## src/rtl/hp_video_source.sv

```systemverilog
// rtl/hp_video_source.sv - synthetic raster video source with H/V timing, test patterns and frame counter
module hp_video_source #(
    parameter int   H_ACTIVE = 640,
    parameter int   H_FP     = 16,
    parameter int   H_SYNC   = 96,
    parameter int   H_BP     = 48,
    parameter int   V_ACTIVE = 480,
    parameter int   V_FP     = 10,
    parameter int   V_SYNC   = 2,
    parameter int   V_BP     = 33,
    parameter logic HS_POL   = 1'b0,
    parameter logic VS_POL   = 1'b0
) (
    input  logic       CLK,
    input  logic       RESET,
    input  logic       ENABLE,
    input  logic [1:0] PATTERN,
    input  logic [9:0] LEVEL,
    output logic       O_HS,
    output logic       O_VS,
    output logic [9:0] VIDEO,
    output logic       O_VISIBLE,
    output logic [7:0] FRAME
);

    localparam int H_TOTAL = H_ACTIVE + H_FP + H_SYNC + H_BP;
    localparam int V_TOTAL = V_ACTIVE + V_FP + V_SYNC + V_BP;
    localparam int HW = ($clog2(H_TOTAL + 1) > 10) ? $clog2(H_TOTAL + 1) : 10;
    localparam int VW = ($clog2(V_TOTAL + 1) > 10) ? $clog2(V_TOTAL + 1) : 10;

    localparam logic [HW-1:0] H_LAST     = HW'(H_TOTAL - 1);
    localparam logic [HW-1:0] H_ACT_END  = HW'(H_ACTIVE);
    localparam logic [HW-1:0] H_SYNC_BEG = HW'(H_ACTIVE + H_FP);
    localparam logic [HW-1:0] H_SYNC_END = HW'(H_ACTIVE + H_FP + H_SYNC);
    localparam logic [VW-1:0] V_LAST     = VW'(V_TOTAL - 1);
    localparam logic [VW-1:0] V_ACT_END  = VW'(V_ACTIVE);
    localparam logic [VW-1:0] V_SYNC_BEG = VW'(V_ACTIVE + V_FP);
    localparam logic [VW-1:0] V_SYNC_END = VW'(V_ACTIVE + V_FP + V_SYNC);

    logic [HW-1:0] h_q, h_d;
    logic [VW-1:0] v_q, v_d;
    logic [7:0]    frame_q, frame_d;
    logic [1:0]    pat_q, pat_d;
    logic          hs_q, hs_d;
    logic          vs_q, vs_d;
    logic          vis_q, vis_d;
    logic [9:0]    video_q, video_d;

    logic          h_end, v_end, active, hs_act, vs_act;
    logic [9:0]    pix;

    always_comb begin
        h_end   = (h_q == H_LAST);
        v_end   = (v_q == V_LAST);
        h_d     = h_q;
        v_d     = v_q;
        frame_d = frame_q;
        pat_d   = pat_q;
        if (ENABLE) begin
            h_d = h_end ? '0 : h_q + HW'(1);
            if (h_end) begin
                v_d = v_end ? '0 : v_q + VW'(1);
                // End of frame: wrap, count the frame and pick up the next pattern together
                if (v_end) begin
                    frame_d = frame_q + 8'd1;
                    pat_d   = PATTERN;
                end
            end
        end

        active = (h_q < H_ACT_END) && (v_q < V_ACT_END);
        hs_act = (h_q >= H_SYNC_BEG) && (h_q < H_SYNC_END);
        vs_act = (v_q >= V_SYNC_BEG) && (v_q < V_SYNC_END);

        case (pat_q)
            2'd0:    pix = LEVEL;
            2'd1:    pix = h_q[9:0];
            2'd2:    pix = (h_q[3] ^ v_q[3]) ? 10'h3FF : 10'h000;
            default: pix = (h_q[9:4] == frame_q[5:0]) ? 10'h3FF : 10'h000;
        endcase

        hs_d    = hs_act ? HS_POL : ~HS_POL;
        vs_d    = vs_act ? VS_POL : ~VS_POL;
        vis_d   = active;
        video_d = active ? pix : 10'h000;
    end

    always_ff @(posedge CLK or negedge RESET) begin
        if (!RESET) begin
            h_q     <= '0;
            v_q     <= '0;
            frame_q <= '0;
            pat_q   <= '0;
            hs_q    <= ~HS_POL;
            vs_q    <= ~VS_POL;
            vis_q   <= 1'b0;
            video_q <= '0;
        end else begin
            h_q     <= h_d;
            v_q     <= v_d;
            frame_q <= frame_d;
            pat_q   <= pat_d;
            hs_q    <= hs_d;
            vs_q    <= vs_d;
            vis_q   <= vis_d;
            video_q <= video_d;
        end
    end

    assign O_HS      = hs_q;
    assign O_VS      = vs_q;
    assign VIDEO     = video_q;
    assign O_VISIBLE = vis_q;
    assign FRAME     = frame_q;

endmodule

```

## config.mk

```make
export PLATFORM = sky130hd
export DESIGN_NAME = hp_video_source
export DESIGN_NICKNAME = d
export VERILOG_FILES = /design/src/rtl/hp_video_source.sv
export SDC_FILE = /design/constraint.sdc
export NUM_CORES = 1
export LEC_CHECK = 0
export ABC_AREA = 1
export CAP_MARGIN = 40
export CORE_MARGIN = 3
export CORE_UTILIZATION = 49
export CTS_CLUSTER_SIZE = 28
export DETAILED_ROUTE_END_ITERATION = 10
export PLACE_DENSITY = 0.85
export SLEW_MARGIN = 15
export SYNTH_ARGS = -nofsm -noshare
export SYNTH_HDL_FRONTEND = slang
export SYNTH_SLANG_ARGS = --single-unit
```

## constraint.sdc

```tcl
create_clock -name CLK -period 1.5 [get_ports CLK]
set_input_delay 0.3 -clock CLK [delete_from_list [all_inputs] [get_ports CLK]]
set_output_delay 0.3 -clock CLK [all_outputs]
set_load 0.02 [all_outputs]
```

==> results of run 1 <==
-- flip-flops by register name, summed over array words and instances, names as in the netlist --
| register | cells |
|---|---|
| VIDEO | 10 |
| h_q | 10 |
| v_q | 10 |
| FRAME | 8 |
| pat_q | 2 |
| O_HS | 1 |
| O_VISIBLE | 1 |
| O_VS | 1 |
-- cell families after synthesis --
kind of cell	synth area share [%]
and+or+nand+nor	28.5
buffers and inverters	8.34
DFF	45.5
AOI/OAI and AO/OA	10.2
xor gates and xnor gates	4.80
adders and majority gates	2.64
-- cell usage after synthesis --
library cell | n | share of area [%]
nand3_4 | 1 | 0.74
o211ai_1 | 6 | 1.9
nand2_2 | 2 | 0.53
nor2_2 | 3 | 0.79
o21bai_1 | 1 | 0.32
buf_4 | 2 | 0.63
o21ai_2 | 1 | 0.37
o21ai_0 | 12 | 2.5
nand2_1 | 72 | 11
ha_1 | 5 | 2.6
dfstp_2 | 2 | 2.2
inv_2 | 3 | 0.47
a211oi_4 | 1 | 0.84
clkbuf_1 | 1 | 0.16
nor2_1 | 49 | 7.8
o21ai_1 | 8 | 1.7
nand4_1 | 3 | 0.79
buf_8 | 1 | 0.63
nor3_1 | 3 | 0.63
a21oi_1 | 7 | 1.5
o31ai_1 | 1 | 0.32
nand3_1 | 18 | 3.8
nand3b_1 | 1 | 0.32
dfrtp_1 | 41 | 43
inv_1 | 37 | 5.9
nand4_4 | 1 | 0.90
xor2_1 | 13 | 4.8
buf_2 | 2 | 0.42
a31oi_1 | 3 | 0.79
clkinv_1 | 1 | 0.16
nor2_8 | 1 | 0.84
-- worst reg2reg max path, delay by kind of cell, from the launching register on --
family,cells,cell delay (ns)
and+or+nand+nor,4,0.47
DFF,1,0.39
buffers and inverters,3,0.30
adders and majority gates,1,0.16
AOI/OAI and AO/OA,1,0.09
-- per-stage QoR --
step,hold WS [ns],total power [uW],std cells
3_3_place_gp,0.291,2100,409
3_5_place_dp,0.294,2120,409
6_report,0.429,2840,425
4_1_cts,0.502,2810,418
5_1_grt,0.459,2990,425
2_1_floorplan,0.00441,1750,302
-- cell type report --
cell class	count	area, um^2	share of cell area, %
well taps	52	65.1	2.06
clock buffers	8	80.1	2.54
flip-flops and latches	43	1080	34.2
inverters	41	154	4.88
repair buffers	66	612	19.4
multi-input cells	215	1160	36.9
-- report_power, final --
part,switching (uW),internal (uW)
registers,96.3,1270
clock network,374,331
logic,447,318
-- routing by layer --
metal  vias up  GRT usage (%)
li1       1100              -
met1      1066           23.0
met2        81           33.8
met3        16           3.96
met4         0           5.24
met5         -              0
-- what timing repair did --
item	4_1_cts	5_1_grt
hold endpoints to repair	41	0
cloned	0	4
setup endpoints to repair	31	30
resized for setup	21	15
hold buffers	1	0
pin swaps	2	8
setup buffers	0	3
-- worst paths after layout --
check,end,cells past startpoint,slack (ns),start
max,FRAME[4],9,0.02,v_q[0]
min,h_q[0],2,0.43,ENABLE
max reg2reg,FRAME[4],9,0.02,v_q[0]
min reg2reg,h_q[3],1,0.51,h_q[3]
max in group asynchronous,O_VS,3,0.72,RESET
min in group asynchronous,O_VISIBLE,3,0.51,RESET
==> results.ini, run 1 <==
[clock_tree]
ctsRootBufferMaster=clkbuf_8
clk_pin_slew_ns=0.08
cts_max_path_buffers=2
cts_tree=built
cts_buffers=5
clock_latency_ns=0.29
clock_sinks=43
htree_levels=2

[die]
core_mm2=0.00450
rows=24
initial_utilization_pct=52.6
io_pins=36
die-area_mm2=0.00571
die_w_um=75.6
die_h_um=75.6

[global_route]
grt_pass1_vias=1976
grt_util_all_layers_pct=18.9
grt_max_degree=44
grt_pass1_wl_um=8420
grt.overflow.total=0
antenna_found_initial=0

[flow_run]
cap_violations=0

[placed_design]
gp_congestion=0.853
hpwl_um=3830
post-place-ws_ns=-0.245
port_buffers=35
placed_area_mm2=0.00295

[routing]
vias=2263
drt_iter0_markers=186
dr.max_layer_used=met4
dr.pass1.iters=6
wl_met1_um=2410
met3_length_um=323
post_drt_via_cell_ratio=5.32
wire_per_inst_um=13.3
antenna_left=0
dr_wl_met2_um=2830
wirelength_um=5660
drc_errors=0

[finish]
layout_commonest_cell=nand2_1
layout_common_cells=nand2_1 (70), nor2_1 (47), dfrtp_1 (41), inv_1 (34), buf_4 (26)
fillers=362
fin_util_pct=70.0
drive_gt1_share_pct=17.2
layout.nets=392
fin_area_mm2=0.00315
diodes=0
area_delta_synth_final_pct=33.0

[sta]
min_period_ns=1.48
finClkSkew_ns=0.00844
fmax_ghz=0.677
rsz0062_at_grt=yes
setup_ws_ns=0.0227
setup_viol=0
tightest_slew_ns=0.437
fin_crit_sh_pct=98.5
slew_viol_final=0
slew_headroom_pct=70.7
finalHoldViolCount=0
tns_ns=0

[setup_path]
crit_path_max_incr_delay_ns=0.39
path_delay_family=simple AND/OR/NAND/NOR gates
criticalPathCategory=flip-flop to flip-flop
cp-start-kind=flip-flop
end_kind=flip-flop
required_ns=1.72
critPathMaxFanout=5
critPathArrivalTime_ns=1.69
worst-path-buf-inv=3
crit_chain=inv_2 > ha_1 > inv_2 > nor2_4 > nand4_4 > buf_12 > nor2_4 > nand2_1 > o21ai_1
cp_slowest_cell=dfrtp_1

[logic_synthesis]
ys_ff_latch=43
avgSynthCellArea_um2=7.85
synthCells=302
synth_seq_area_share_pct=45.5
ys_types=31
syn_nets=322
synthesis.area_mm2=0.00237
ys.warnings.count=0

[hold_path]
hp-class=input port to flip-flop

[power]
powerDensity_mw_per_mm2=900
ir_drop_mv=0.507
leakagePower_uw=0.00167

[outcome]
status=finished clean

Power figures use the tool's default switching activity.
==> run 2: changes to the inputs <==
==> constraint.sdc (replaced) <==
create_clock -name CLK -period 1.5 [get_ports CLK]
set_input_delay 0.225 -clock CLK [delete_from_list [all_inputs] [get_ports CLK]]
set_output_delay 0.225 -clock CLK [all_outputs]
set_load 0.02 [all_outputs]
==> run 2 against run 1 <==
  * The run now ends with setup timing left
  * Non-clock buffer count is 3 higher
  * Design area is 2.5% higher
  * Worst hold slack got worse by 0.0029 ns
  * Sequential share of layout area down 0.79 points
  * Cell count up 0.94%
  * Wire length is 3.5% higher
  * Die area unchanged
  * First-iteration DRC count is 30% lower
  * Critical path type unchanged
  * Largest power group unchanged
==> results.ini, run 2 (synthesized netlist as in run 1, its figures left out) <==
[setup_path]
cp-start-kind=flip-flop  ; unchanged
critPathMaxFanout=5  ; unchanged
end_kind=flip-flop  ; unchanged
required_ns=1.72  ; about the same
critPathArrivalTime_ns=1.77  ; was 1.69 ns
criticalPathCategory=flip-flop to flip-flop  ; unchanged

[clock_tree]
cts_max_path_buffers=2  ; unchanged
ctsRootBufferMaster=clkbuf_8  ; unchanged
clk_pin_slew_ns=0.08  ; about the same
clock_sinks=43  ; unchanged
cts_tree=built  ; unchanged
clock_latency_ns=0.30  ; was 0.29 ns
cts_buffers=5  ; unchanged
htree_levels=2  ; unchanged

[routing]
wirelength_um=5860  ; was 5660 um
wl_met1_um=2450  ; was 2410 um
drc_errors=0  ; unchanged
vias=2264  ; was 2263
dr.max_layer_used=met4  ; unchanged
dr_wl_met2_um=2830  ; about the same
wire_per_inst_um=13.7  ; was 13.3 um
antenna_left=0  ; unchanged
dr.pass1.iters=4  ; was 6
met3_length_um=429  ; was 323 um
drt_iter0_markers=130  ; was 186
post_drt_via_cell_ratio=5.28  ; was 5.32

[finish]
fin_util_pct=71.8  ; was 70.0%
area_delta_synth_final_pct=36.4  ; was 33.0%
drive_gt1_share_pct=19.6  ; was 17.2%
layout_commonest_cell=nand2_1  ; unchanged
layout_common_cells=nand2_1 (70), nor2_1 (46), dfrtp_1 (40), inv_1 (34), buf_4 (29)  ; was nand2_1 (70), nor2_1 (47), dfrtp_1 (41), inv_1 (34), buf_4 (26)
diodes=0  ; unchanged
layout.nets=396  ; was 392

[die]
die_w_um=75.6  ; unchanged
die-area_mm2=0.00571  ; unchanged
die_h_um=75.6  ; unchanged
io_pins=36  ; unchanged
initial_utilization_pct=52.6  ; unchanged
rows=24  ; unchanged
core_mm2=0.00450  ; unchanged

[placed_design]
gp_congestion=0.879  ; was 0.853
hpwl_um=3880  ; was 3830 um
port_buffers=35  ; unchanged

[sta]
rsz0062_at_grt=yes  ; unchanged
fin_crit_sh_pct=103  ; was 98.5%
setup_ws_ns=-0.0506  ; was 0.0227 ns
tns_ns=-0.0733  ; was 0 ns
slew_headroom_pct=71.3  ; was 70.7%
min_period_ns=1.55  ; was 1.48 ns
finalHoldViolCount=0  ; unchanged
finClkSkew_ns=0.0111  ; was 0.00844 ns
fmax_ghz=0.645  ; was 0.677 GHz
slew_viol_final=0  ; unchanged
tightest_slew_ns=0.429  ; was 0.437 ns
setup_viol=7  ; was 0

[power]
p_total_uw=3080  ; was 2840 uW
ir_drop_mv=0.678  ; was 0.507 mV
powerDensity_mw_per_mm2=952  ; was 900 mW/mm^2
leakagePower_uw=0.00166  ; was 0.00167 uW

[global_route]
grt_pass1_vias=2029  ; was 1976
antenna_found_initial=0  ; unchanged
grt_max_degree=44  ; unchanged
grt_pass1_wl_um=8710  ; was 8420 um
grt.overflow.total=0  ; unchanged
grt_util_all_layers_pct=19.6  ; was 18.9%

[outcome]
violations=setup timing
status=finished with violations  ; was finished clean

[hold_path]
hp-class=input port to asynchronous set/reset pin  ; was input port to flip-flop

[flow_run]
cap_violations=0  ; unchanged

[run 2: cell types whose count changed in the layout (fill, tap and decap cells not counted), moves of 3 or more]
cell             delta
clkdlybuf4s50_1    +11
dlygate4sd2_1      -11
o21ai_0             -3
buf_4               +3
clkbuf_1            -3
o21ai_1             +4
[run 2: power by group]
| group | switching (uW) | internal [uW] | leakage, uW |
|---|---|---|---|
| registers | 92.0 | 1270 | 0.000479 |
| clock network | 393 | 539 | 0.0000612 |
| logic | 456 | 327 | 0.00112 |
[run 2: routing by layer]
layer / up-vias / track usage, %
li1: 1113 / -
met1: 1030 / 23.6
met2: 103 / 34.1
met3: 18 / 3.96
met4: 0 / 7.96
met5: - / 0
[run 2: worst paths after layout]
path                            start       end  slack [ns]  depth (start not counted)
hold reg to reg                h_q[6]      O_HS        0.51                          2
setup / recovery               h_q[0]  FRAME[2]       -0.05                          8
min in group CLK           PATTERN[1]  pat_q[1]        0.50                          3
setup reg to reg               h_q[0]  FRAME[2]       -0.05                          8
max in group asynchronous       RESET      O_VS        0.81                          3
hold / removal                  RESET  VIDEO[9]        0.43                          3
[run 2: timing repair]
action                                  in CTS  in global routing
endpoints found under the setup margin      20                 26
pin swaps                                    1                  9
resized for setup                           10                 25
gates cloned                                 0                  4
hold buffers                                 1                  0
endpoints found under the hold margin       41                  0
setup buffers                                0                  8
[run 2: per-stage QoR]
step / instance area, um^2 / hold slack (ns) / setup slack [ns] / cells
6_report: 3230 / 0.427 / -0.0506 / 429
5_1_grt: 3230 / 0.453 / -0.0971 / 429
4_1_cts: 3050 / 0.432 / -0.0240 / 417
3_5_place_dp: 2940 / 0.217 / -0.147 / 408
3_3_place_gp: 2940 / 0.216 / -0.0877 / 408
2_1_floorplan: 2370 / -0.0706 / 0.0795 / 302
[run 2: area by class of cell]
class	instances	area [um^2]
inverters	41	156
well taps	52	65.1
clock inverters	2	35.0
repair buffers	69	626
flip-flops and latches	43	1080
clock buffers	6	82.6
fillers	325	1270
multi-input cells	216	1190
[run 2: worst max-delay path, cell delays in order, from the launching register on]
cell and delay [ns]:
dfrtp_1 0.38, ha_2 0.20, nand3_2 0.09, nor2_4 0.16, nand3_4 0.13, buf_12 0.18
nor2_4 0.17, nand2_1 0.07, o21ai_1 0.09
